===== src/rtl/ras_ckpt_pkg.sv =====
// rtl/ras_ckpt_pkg.sv - shared sizing constants and operation decode for the return address stack
//
// RAS_ENTRIES      : default stack depth (power of two, at least 2)
// LOG_RAS_ENTRIES  : pointer width
// RAS_TARGET_WIDTH : stored return address width, PC[31:1]
// RAS_COUNT_WIDTH  : occupancy width, one bit wider than the pointer so "full" is representable
package ras_ckpt_pkg;

  localparam int RAS_ENTRIES      = 8;
  localparam int LOG_RAS_ENTRIES  = $clog2(RAS_ENTRIES);
  localparam int RAS_TARGET_WIDTH = 31;
  localparam int RAS_COUNT_WIDTH  = LOG_RAS_ENTRIES + 1;

  // One operation is applied per cycle; OP_REPLACE is a push and pop in the same cycle.
  typedef enum logic [2:0] {
    OP_NONE    = 3'd0,
    OP_PUSH    = 3'd1,
    OP_POP     = 3'd2,
    OP_REPLACE = 3'd3,
    OP_RESTORE = 3'd4
  } ras_op_e;

  // Restore outranks push/pop; a push and pop together collapse into a replace of the top.
  function automatic ras_op_e ras_decode_op(input logic restore_v,
                                            input logic push_v,
                                            input logic pop_v);
    ras_op_e op;
    op = OP_NONE;
    if (restore_v) begin
      op = OP_RESTORE;
    end else if (push_v && pop_v) begin
      op = OP_REPLACE;
    end else if (push_v) begin
      op = OP_PUSH;
    end else if (pop_v) begin
      op = OP_POP;
    end
    return op;
  endfunction

endpackage


===== src/rtl/ras_ckpt.sv =====
// rtl/ras_ckpt.sv - checkpointable circular return address stack
//
// CLK           : clock
// RST           : synchronous active-high reset, clears pointer, count and all entries
// push_valid    : call predicted, push push_target
// push_target   : return address to push
// pop_valid     : return predicted, pop the top
// restore_valid : mispredict rollback to restore_ptr / restore_count (highest priority)
// restore_ptr   : checkpointed top pointer
// restore_count : checkpointed occupancy, clamped to RAS_ENTRIES
// top_valid     : stack not empty
// top_target    : entry at the top pointer
// ckpt_ptr      : current top pointer, for checkpointing
// ckpt_count    : current occupancy, for checkpointing
module ras_ckpt #(
  parameter int  RAS_ENTRIES      = ras_ckpt_pkg::RAS_ENTRIES,
  parameter int  RAS_TARGET_WIDTH = ras_ckpt_pkg::RAS_TARGET_WIDTH,
  localparam int LOG_RAS_ENTRIES  = $clog2(RAS_ENTRIES),
  localparam int RAS_COUNT_WIDTH  = LOG_RAS_ENTRIES + 1
) (
  input  logic                        CLK,
  input  logic                        RST,
  input  logic                        push_valid,
  input  logic [RAS_TARGET_WIDTH-1:0] push_target,
  input  logic                        pop_valid,
  input  logic                        restore_valid,
  input  logic [LOG_RAS_ENTRIES-1:0]  restore_ptr,
  input  logic [RAS_COUNT_WIDTH-1:0]  restore_count,
  output logic                        top_valid,
  output logic [RAS_TARGET_WIDTH-1:0] top_target,
  output logic [LOG_RAS_ENTRIES-1:0]  ckpt_ptr,
  output logic [RAS_COUNT_WIDTH-1:0]  ckpt_count
);

  localparam logic [RAS_COUNT_WIDTH-1:0] COUNT_FULL  = RAS_COUNT_WIDTH'(RAS_ENTRIES);
  localparam logic [RAS_COUNT_WIDTH-1:0] COUNT_EMPTY = '0;

  logic [RAS_TARGET_WIDTH-1:0] entries_q [RAS_ENTRIES];
  logic [LOG_RAS_ENTRIES-1:0]  ptr_q, ptr_d;
  logic [RAS_COUNT_WIDTH-1:0]  count_q, count_d;

  logic                        wr_en;
  logic [LOG_RAS_ENTRIES-1:0]  wr_idx;
  ras_ckpt_pkg::ras_op_e       op;

  // Reads are straight off the registers: zero-cycle latency.
  assign top_valid  = (count_q != COUNT_EMPTY);
  assign top_target = entries_q[ptr_q];
  assign ckpt_ptr   = ptr_q;
  assign ckpt_count = count_q;

  always_comb begin
    op      = ras_ckpt_pkg::ras_decode_op(restore_valid, push_valid, pop_valid);
    ptr_d   = ptr_q;
    count_d = count_q;
    wr_en   = 1'b0;
    wr_idx  = ptr_q;

    case (op)
      ras_ckpt_pkg::OP_RESTORE: begin
        // Entries are left alone; anything overwritten since the checkpoint stays overwritten.
        ptr_d   = restore_ptr;
        count_d = (restore_count > COUNT_FULL) ? COUNT_FULL : restore_count;
      end
      ras_ckpt_pkg::OP_REPLACE: begin
        // Return immediately followed by a call: the top is replaced in place.
        wr_en  = 1'b1;
        wr_idx = ptr_q;
        if (count_q == COUNT_EMPTY) begin
          count_d = count_q + 1'b1;
        end
      end
      ras_ckpt_pkg::OP_PUSH: begin
        // Pointer wraps naturally; when full the oldest entry is overwritten silently.
        wr_en  = 1'b1;
        wr_idx = ptr_q + 1'b1;
        ptr_d  = ptr_q + 1'b1;
        if (count_q != COUNT_FULL) begin
          count_d = count_q + 1'b1;
        end
      end
      ras_ckpt_pkg::OP_POP: begin
        // Pointer moves even when empty so it stays in step with the fetch path.
        ptr_d = ptr_q - 1'b1;
        if (count_q != COUNT_EMPTY) begin
          count_d = count_q - 1'b1;
        end
      end
      default: begin
      end
    endcase
  end

  always_ff @(posedge CLK) begin
    if (RST) begin
      ptr_q   <= '0;
      count_q <= '0;
      for (int i = 0; i < RAS_ENTRIES; i++) begin
        entries_q[i] <= '0;
      end
    end else begin
      ptr_q   <= ptr_d;
      count_q <= count_d;
      if (wr_en) begin
        entries_q[wr_idx] <= push_target;
      end
    end
  end

endmodule


===== config.mk =====
export PLATFORM = sky130hd
export DESIGN_NAME = ras_ckpt
export DESIGN_NICKNAME = d
export VERILOG_FILES = /design/src/rtl/ras_ckpt_pkg.sv /design/src/rtl/ras_ckpt.sv
export SDC_FILE = /design/constraint.sdc
export NUM_CORES = 1
export LEC_CHECK = 0
export BUFFER_PORTS_ARGS = -buffer_cell sky130_fd_sc_hd__buf_2
export CELL_PAD_IN_SITES_DETAIL_PLACEMENT = 1
export CELL_PAD_IN_SITES_GLOBAL_PLACEMENT = 2
export CORE_UTILIZATION = 42
export DETAILED_ROUTE_END_ITERATION = 8
export PLACE_DENSITY = 0.73
export SYNTH_ARGS = -nofsm -noshare
export SYNTH_HDL_FRONTEND = slang
export SYNTH_SLANG_ARGS = --single-unit

===== constraint.sdc =====
create_clock -name CLK -period 13.9 [get_ports CLK]
set_input_delay 2.78 -clock CLK [delete_from_list [all_inputs] [get_ports CLK]]
set_output_delay 2.78 -clock CLK [all_outputs]
set_load 0.02 [all_outputs]

==> flow_metrics.py, run 1 <==
metrics = {
    "layout": {
        "final_cell_mix": "nor2_1, edfxtp_1, buf_2, nand2_1, mux4_2",
        "num-fill-cells": 2667,
        "diodes": 0,
        "final_nets": 930,
        "syn_to_final_growth_pct": 13.8,
        "fin_cells": 1242,
        "layout_commonest_cell": "nor2_1",
        "drive_gt1_share_pct": 28.2,
    },
    "sta": {
        "clock_skew_ns": 0.0294,
        "hold_viol": 0,
        "drv_slew": 0,
        "timing.final.crit_share_pct": 42.3,
        "rsz0062_at_grt": "false",
        "fin_crit_ns": 5.88,
        "finalSetupViolCount": 0,
        "maxSlewHeadroom_pct": 26.8,
        "max_slew.worst_pin.slew_ns": 1.10,
        "max_freq_ghz": 0.170,
        "setup-tns-final_ns": 0,
    },
    "run_status": {
        "status": "finished clean",
    },
    "detailed_routing": {
        "routed_wl_mm": 28.7,
        "firstDrtPassIters": 4,
        "wl_per_cell_um": 23.1,
        "ant_nets": 0,
        "drt_iter0_drc": 393,
        "via_count": 6864,
        "drt-vias-per-instance": 5.53,
        "drc": 0,
    },
    "pwr": {
        "power_density_mw_per_mm2": 138,
        "p_sw_uw": 448,
        "cellLeakagePower_uw": 0.00464,
        "p_clk_share_pct": 38.7,
        "power_frac_seq_pct": 49.5,
        "pwr-share-comb_pct": 11.8,
        "peakVddDrop_uv": 85.2,
        "switching_share_pct": 24.5,
        "p_int_uw": 1380,
    },
    "clock_tree": {
        "cts_root_buf": "clkbuf_16",
        "clk_path_buf_depth": 3,
        "cts_setup_buffers": 0,
        "cts_tree": "yes",
        "cts_hold_buffers": 0,
        "cts_buffers": 28,
        "clk_pin_slew_ns": 0.07,
        "clk_latency_ns": 0.54,
        "htreeDepth": 1,
        "cts_resized": 0,
        "cts_sinks": 258,
    },
    "worst_setup_path": {
        "crit_path_max_fanout": 39,
        "startpoint_type": "register",
        "worstSetupEndpointType": "output pin",
        "required_ns": 11.12,
        "critical_path_class": "reg -> out",
        "crit_arrival_ns": 3.10,
    },
    "global_route": {
        "grt_use_total_pct": 21.1,
        "grt-ovfl-total": 0,
        "grt_pass1_wl_mm": 44.7,
        "antenna_found_initial": 0,
        "grt_pass1_vias": 7826,
        "grt_max_degree": 65,
    },
    "synth": {
        "synth_compound_area_share_pct": 3.30,
        "ys_ff_latch": 258,
        "syn_inst": 804,
        "synthAdderAreaFrac_pct": 0.711,
        "syn-num-nets": 853,
        "muxShareOfSynthArea_pct": 15.0,
        "synthTopCellsByArea": "edfxtp_1, mux4_2, nor2_1",
        "yosysWarnings": 0,
        "synth_top_area_share_pct": 64.2,
        "syn-cell-area_sq_mm": 0.0116,
        "synth_top_family_by_area": "multiplexers",
        "synth-edff-count": 248,
        "yosysSeqAreaShare_pct": 65.9,
        "yosys.area_share.simple_pct": 11.5,
        "synth-async-reset-ratio_pct": 0,
        "synth_xor_area_share_pct": 0.226,
        "synth_top_flop_cell": "edfxtp_1",
        "netlist.top_cell.by_area": "edfxtp_1",
        "syn_avg_cell_area_sq_um": 14.4,
        "synth.distinct_cells": 48,
    },
    "floorplan": {
        "initial_utilization_pct": 42.9,
        "die_h_um": 168,
        "die-area_sq_mm": 0.0283,
        "placement_rows": 60,
        "die_w_um": 168,
        "ios": 82,
        "core-area_sq_mm": 0.0270,
    },
    "placed_design": {
        "dp.cells": 1192,
        "place_congestion": 0.775,
        "dpl.hpwl_mm": 17.4,
        "port_buffers": 81,
    },
    "job": {
        "cap_violations": 0,
    },
    "min_path": {
        "hold_path_class": "reg -> reg",
    },
}
path summary, 6_finish.rpt:
kind                                     from          endpoint  slack, ns  cells past startpoint
worst min-delay path            ckpt_count[2]     ckpt_count[2]       0.63                      1
worst max-delay path                 register     top_target[9]       8.02                      4
worst max register to register    ckpt_ptr[1]  entries_q[0][13]      10.34                      8
worst min register to register  ckpt_count[2]     ckpt_count[2]       0.63                      1
layer usage:
metal,track usage [%],vias up,wire length [um]
met4,5.02,0,426
met3,2.87,37,1280
met1,26.7,3549,12000
li1,-,3120,-
met5,0,-,0
met2,38.1,158,15000
worst max-delay path, stage by stage (launching register included):
cell and delay, ns:
dfxtp_4 0.67, buf_4 0.76, mux4_2 0.61, mux2_2 0.31, buf_2 0.17
power by group through the flow:
| stage | Sequential (uW) | Clock (uW) | Combinational, uW |
|---|---|---|---|
| finish | 905 | 707 | 216 |
| global route | 909 | 747 | 232 |
| detailed placement | 923 | 0 | 219 |
| CTS | 907 | 722 | 220 |
| floorplan | 913 | 0 | 159 |
| global placement | 920 | 0 | 215 |
registers in the layout, indices dropped and copies added (netlist names), named ones only:
register and cells:
entries_q 248, ckpt_ptr 3, ckpt_count 4
cell families (layout without fill, tap and decap cells):
kind of cell	Yosys count	after routing
simple gates	338	338
flops	258	258
mux	93	93
buf+inv	61	158
compound gates	45	45
fa+ha+maj	6	6
xor+xnor	3	3
cell usage after synthesis (2+ instances only):
cell type	number
nor2_1	251
edfxtp_1	248
nand2_1	67
mux4_2	62
mux2_2	31
clkbuf_1	20
buf_6	18
buf_2	12
o21ai_0	12
dfxtp_1	10
inv_1	8
a21oi_1	6
ha_1	5
nand2b_1	4
nand3b_1	3
nor3_1	3
o211ai_1	3
o221ai_1	3
o311a_1	3
a211oi_1	2
a21oi_4	2
a2bb2oi_4	2
nor2b_1	2
o21bai_1	2
xor2_1	2
final cells by class:
class                           instances  area [sq um]  area share [%]
Multi-Input combinational cell        485          3680            27.8
Clock inverter                         17           131           0.995
Sequential cell                       258          7650            58.0
Clock buffer                           33           741            5.61
Timing Repair Buffer                   99           541            4.09
Tap cell                              341           427            3.23
Inverter                                9          35.0           0.265
stage by stage:
| step | util [%] | worst slack (ns) | total power (uW) | instance area (sq um) | hold slack (ns) |
|---|---|---|---|---|---|
| after floorplan | - | 7.26 | 1070 | 11600 | 0.684 |
| after global placement | 45.6 | 8.27 | 1130 | 12300 | 0.622 |
| after detailed placement | 45.6 | 8.19 | 1140 | 12300 | 0.617 |
| after CTS | 48.9 | 7.88 | 1850 | 13200 | 0.628 |
| after global routing | 48.9 | 7.76 | 1890 | 13200 | 0.675 |
| final | 48.9 | 8.02 | 1830 | 13200 | 0.626 |
(Power assumes the default switching activity.)
==> run 2: changes to the inputs <==
==> constraint.sdc (replaced) <==
create_clock -name CLK -period 5.98 [get_ports CLK]
set_input_delay 1.196 -clock CLK [delete_from_list [all_inputs] [get_ports CLK]]
set_output_delay 1.196 -clock CLK [all_outputs]
set_load 0.02 [all_outputs]
==> run 2 against run 1 <==
Clock skew down 0.0016 ns; die area unchanged; count of clock-buffer cells in the layout up 9; cell count up 0.24%; sequential share of layout area down 0.12 points; register-to-register slack worse by 8.0 ns; setup slack worse by 6.2 ns; global-route usage down 0.48 points; core utilization up 0.097 points; largest power group unchanged; non-clock buffer count up 1.
==> flow_metrics.py, run 2 (same netlist as run 1, synthesis figures left out) <==
metrics = {
    "run_status": {
        "status": "finished clean",
    },
    "worst_setup_path": {
        "worstSetupEndpointType": "output pin",
        "slowest_stage": "dfxtp_2",
        "crit_path_cell_trace": "buf_4 > mux4_2 > mux2_2 > buf_2",
        "slowest_delay_ns": 0.89,
        "crit_path_max_fanout": 33,
        "crit_family": "flip-flops",
        "crit_arrival_ns": 2.94,
        "startpoint_type": "register",
        "crit_buf_inv": 2,
        "required_ns": 4.78,
        "critical_path_class": "reg -> out",
    },
    "floorplan": {
        "die_w_um": 168,
        "ios": 82,
        "core-area_sq_mm": 0.0270,
        "die_h_um": 168,
        "initial_utilization_pct": 42.9,
        "placement_rows": 60,
        "die-area_sq_mm": 0.0283,
    },
    "clock_tree": {
        "cts_tree": "yes",
        "htreeDepth": 1,
        "clk_pin_slew_ns": 0.07,
        "cts_hold_buffers": 0,
        "cts_root_buf": "clkbuf_16",
        "cts_buffers": 28,
        "cts_sinks": 258,
        "clk_latency_ns": 0.55,
        "clk_path_buf_depth": 3,
        "cts_resized": 0,
        "cts_setup_buffers": 0,
    },
    "sta": {
        "finalSetupViolCount": 0,
        "timing.final.crit_share_pct": 69.1,
        "max_slew.worst_pin.slew_ns": 1.09,
        "setup-tns-final_ns": 0,
        "hold_viol": 0,
        "rsz0062_at_grt": "false",
        "drv_slew": 0,
        "fin_crit_ns": 4.13,
        "max_freq_ghz": 0.242,
        "maxSlewHeadroom_pct": 27.2,
        "clock_skew_ns": 0.0277,
    },
    "detailed_routing": {
        "drt_iter0_drc": 484,
        "drt-vias-per-instance": 5.55,
        "routed_wl_mm": 28.4,
        "ant_nets": 0,
        "via_count": 6912,
        "wl_per_cell_um": 22.8,
        "firstDrtPassIters": 5,
        "drc": 0,
    },
    "pwr": {
        "cellLeakagePower_uw": 0.00466,
        "peakVddDrop_uv": 276,
        "pwr-share-comb_pct": 11.5,
        "p_int_uw": 3240,
        "power_frac_seq_pct": 49.3,
        "switching_share_pct": 24.2,
        "p_clk_share_pct": 39.1,
        "p_sw_uw": 1030,
        "power_density_mw_per_mm2": 323,
    },
    "layout": {
        "drive_gt1_share_pct": 28.1,
        "syn_to_final_growth_pct": 14.0,
        "final_cell_mix": "nor2_1, edfxtp_1, buf_2, nand2_1, mux4_2",
        "final_nets": 931,
        "regMostFlops": "entries_q",
        "num-fill-cells": 2713,
        "layout_commonest_cell": "nor2_1",
        "fin_util_pct": 49.0,
        "diodes": 0,
        "multi_input_area_sq_mm": 0.00368,
        "largest_reg_flops": 248,
        "register_area_sq_mm": 0.00765,
        "final_area_sq_mm": 0.0132,
    },
    "placed_design": {
        "place_area_sq_mm": 0.0123,
        "place_congestion": 0.754,
        "port_buffers": 81,
        "dpl.hpwl_mm": 17.8,
    },
    "job": {
        "cap_violations": 0,
    },
    "min_path": {
        "hold_path_class": "reg -> reg",
    },
    "global_route": {
        "grt_max_degree": 46,
        "grt_pass1_wl_mm": 43.7,
        "antenna_found_initial": 0,
        "grt-ovfl-total": 0,
        "grt_pass1_vias": 7428,
        "grt_use_total_pct": 20.6,
    },
}
[run 2: cell types whose count changed in the layout (fill, tap and decap cells not counted)]
cell and change:
clkinv_2 -1, clkinv_1 -4, buf_4 +1, clkbuf_1 +7
clkinvlp_4 -2, clkbuf_8 +2
[run 2: layout make-up]
cell class | instances | area share (%)
well taps | 341 | 3.22
flip-flops and latches | 258 | 57.8
clock buffers | 42 | 6.01
inverters | 9 | 0.265
multi-input cells | 485 | 27.8
clock inverters | 10 | 0.728
repair buffers | 100 | 4.14
[run 2: power groups by stage]
stage	Combinational (uW)	Clock [uW]	Sequential, uW
2_1_floorplan	369	0	2120
3_3_place_gp	493	0	2140
3_5_place_dp	502	0	2150
4_1_cts	504	1710	2110
5_1_grt	532	1750	2120
6_report	494	1670	2110
[run 2: worst register-to-register path, stage by stage (launching register included)]
cell and delay (ns):
dfxtp_1 0.49, inv_1 0.12, ha_1 0.34, or4b_4 0.55, o22ai_4 0.22, a2bb2oi_4 0.21, buf_4 0.38, o21ai_4 0.49
buf_4 0.46
[run 2: final timing paths]
check	start	endpoint	slack, ns	cells past startpoint
worst max-delay path	register	top_target[9]	1.85	4
worst min-delay path	ckpt_count[2]	ckpt_count[2]	0.63	1
worst max register to register	ckpt_ptr[1]	entries_q[5][5]	2.34	8
worst min register to register	ckpt_count[2]	ckpt_count[2]	0.63	1
[run 2: layer usage]
metal | track usage (%) | wire length (um) | part of all wire [%] | vias to the layer above
met5 | 0 | 0 | 0 | -
met4 | 5.38 | 739 | 2.6 | 0
met3 | 2.26 | 871 | 3.1 | 51
met2 | 36.7 | 14700 | 52 | 146
met1 | 26.8 | 12100 | 43 | 3596
li1 | - | - | - | 3119
[run 2: stage by stage]
stage,power [uW],hold slack (ns),cells,setup WS (ns)
6_report,4280,0.629,1245,1.85
3_5_place_dp,2650,0.614,1193,1.61
3_3_place_gp,2640,0.617,1193,1.71
4_1_cts,4330,0.630,1245,1.78
2_1_floorplan,2490,0.684,804,0.926
5_1_grt,4400,0.664,1245,1.72
==> run 3: changes to the inputs <==
--- a/config.mk
+++ b/config.mk
@@ -8,9 +8,9 @@
 export BUFFER_PORTS_ARGS = -buffer_cell sky130_fd_sc_hd__buf_2
 export CELL_PAD_IN_SITES_DETAIL_PLACEMENT = 1
 export CELL_PAD_IN_SITES_GLOBAL_PLACEMENT = 2
-export CORE_UTILIZATION = 42
+export CORE_UTILIZATION = 39
 export DETAILED_ROUTE_END_ITERATION = 8
-export PLACE_DENSITY = 0.73
+export PLACE_DENSITY = 0.71
 export SYNTH_ARGS = -nofsm -noshare
 export SYNTH_HDL_FRONTEND = slang
 export SYNTH_SLANG_ARGS = --single-unit
==> constraint.sdc (replaced) <==
create_clock -name CLK -period 3.6 [get_ports CLK]
set_input_delay 0.72 -clock CLK [delete_from_list [all_inputs] [get_ports CLK]]
set_output_delay 0.72 -clock CLK [all_outputs]
set_load 0.02 [all_outputs]
==> run 3 against run 2 <==
Count of clock-buffer cells in the layout grew 2; clock power increased by 57%; global-route usage decreased by 0.27 points; power is 64% higher; setup slack worse by 1.5 ns; first-iteration DRC count down 5.8%; hold slack lost 0.17 ns; cell area grew 1.6%; sequential share of layout area down 0.88 points; via count is 0.48% higher; combinational power is 80% higher.
==> flow_metrics.py, run 3 (same netlist as run 1, synthesis figures left out) <==
metrics = {
    "run_status": {
        "status": "finished clean",
    },
    "job": {
        "cap_violations": 0,
    },
    "pwr": {
        "power_density_mw_per_mm2": 522,
        "cellLeakagePower_uw": 0.00473,
        "peakVddDrop_uv": 348,
    },
    "placed_design": {
        "port_buffers": 81,
        "place_congestion": 0.770,
        "dpl.hpwl_mm": 19.0,
    },
    "layout": {
        "fin_util_pct": 46.3,
        "diodes": 0,
        "syn_to_final_growth_pct": 15.7,
        "final_nets": 946,
        "layout_commonest_cell": "nor2_1",
        "regMostFlops": "entries_q",
        "drive_gt1_share_pct": 28.9,
        "largest_reg_flops": 248,
        "final_cell_mix": "nor2_1, edfxtp_1, buf_2, nand2_1, mux4_2",
    },
    "detailed_routing": {
        "ant_nets": 0,
        "firstDrtPassIters": 4,
        "drc": 0,
        "highest_layer": "met4",
        "via_count": 6945,
        "drt-vias-per-instance": 5.34,
        "routed_wl_mm": 29.9,
        "drt_iter0_drc": 456,
        "dr_wl_met2_mm": 15.1,
        "wl_per_cell_um": 23.0,
        "met1Wirelength_mm": 13.2,
        "wl_met3_mm": 1.07,
    },
    "clock_tree": {
        "clk_path_buf_depth": 3,
        "cts_tree": "yes",
        "clk_latency_ns": 0.53,
        "cts_hold_buffers": 0,
        "cts_root_buf": "clkbuf_16",
        "cts_buffers": 29,
        "cts_sinks": 258,
        "cts_setup_buffers": 0,
        "cts_resized": 0,
        "clk_pin_slew_ns": 0.05,
        "htreeDepth": 1,
    },
    "sta": {
        "fin_hold_ws_ns": 0.463,
        "timing.final.crit_share_pct": 89.6,
        "drv_slew": 0,
        "max_freq_ghz": 0.310,
        "finalSetupViolCount": 0,
        "clock_skew_ns": 0.00874,
        "fin_crit_ns": 3.23,
        "max_slew.worst_pin.slew_ns": 0.751,
        "maxSlewHeadroom_pct": 49.8,
        "hold_viol": 0,
        "rsz0062_at_grt": "false",
    },
    "worst_setup_path": {
        "crit_arrival_ns": 2.51,
        "worstSetupEndpointType": "output pin",
        "critical_path_class": "reg -> out",
        "crit_path_max_fanout": 23,
        "required_ns": 2.88,
        "r2r_start": "ckpt_ptr[1]",
        "startpoint_type": "register",
    },
    "floorplan": {
        "core-area_sq_mm": 0.0290,
        "placement_rows": 62,
        "die_w_um": 175,
        "ios": 82,
        "initial_utilization_pct": 40.0,
        "die_h_um": 175,
        "die-area_sq_mm": 0.0305,
    },
    "global_route": {
        "grt_max_degree": 65,
        "grt-ovfl-total": 0,
        "grt_pass1_vias": 7836,
        "grt_pass1_wl_mm": 46.6,
        "grt_use_total_pct": 20.3,
        "antenna_found_initial": 0,
    },
    "min_path": {
        "min_from": "restore_ptr[1]",
        "hold_path_class": "in -> reg",
    },
}
==> run 3: changes by cell type in the layout (fill, tap and decap cells not counted), sizes merged <==
cell	before	now
clkbuf	42	44
buf	100	114
bufinv	2	0
clkinv	9	8
==> run 3: worst max-delay path, cell delays in order (launching register included) <==
cell     delay (ns)
dfxtp_4        0.64
buf_12         0.30
mux4_2         0.57
mux2_2         0.30
buf_2          0.16
==> run 3: area by class of cell <==
type	instances	area, sq um
clock buffer	44	792
clock inverter	7	32.5
fill	2955	15600
inverter	9	35.0
multi-input combinational	485	3680
sequential	258	7650
tap	384	480
timing repair buffer	114	766
==> run 3: path summary, 6_finish.rpt <==
| check | depth (start not counted) | endpoint | slack, ns |
|---|---|---|---|
| setup reg to reg | 7 | entries_q[4][14] | 0.74 |
| hold reg to reg | 1 | ckpt_count[2] | 0.64 |
| setup / recovery | 4 | top_target[0] | 0.37 |
| hold / removal | 2 | register | 0.46 |
==> run 3: report_power, final <==
group / switching (uW) / leakage (uW) / internal (uW)
clock network: 1130 / 0.000404 / 1500
registers: 80.5 / 0.00267 / 3410
logic: 538 / 0.00165 / 349
==> run 3: stage by stage <==
stage	instances	power [uW]	TNS, ns	worst slack, ns	cell area [sq um]
2_1_floorplan	804	4130	-6.09	-0.196	11600
3_3_place_gp	1250	4430	0	0.366	12600
3_5_place_dp	1250	4460	0	0.300	12600
4_1_cts	1301	7090	0	0.319	13400
5_1_grt	1301	7250	0	0.248	13400
6_report	1301	7010	0	0.374	13400
==> run 3: per-layer routing <==
| metal | vias up | GRT usage [%] |
|---|---|---|
| met5 | - | 0 |
| met4 | 0 | 4.57 |
| met3 | 39 | 2.34 |
| met2 | 135 | 35.5 |
| met1 | 3628 | 27.2 |
| li1 | 3143 | - |
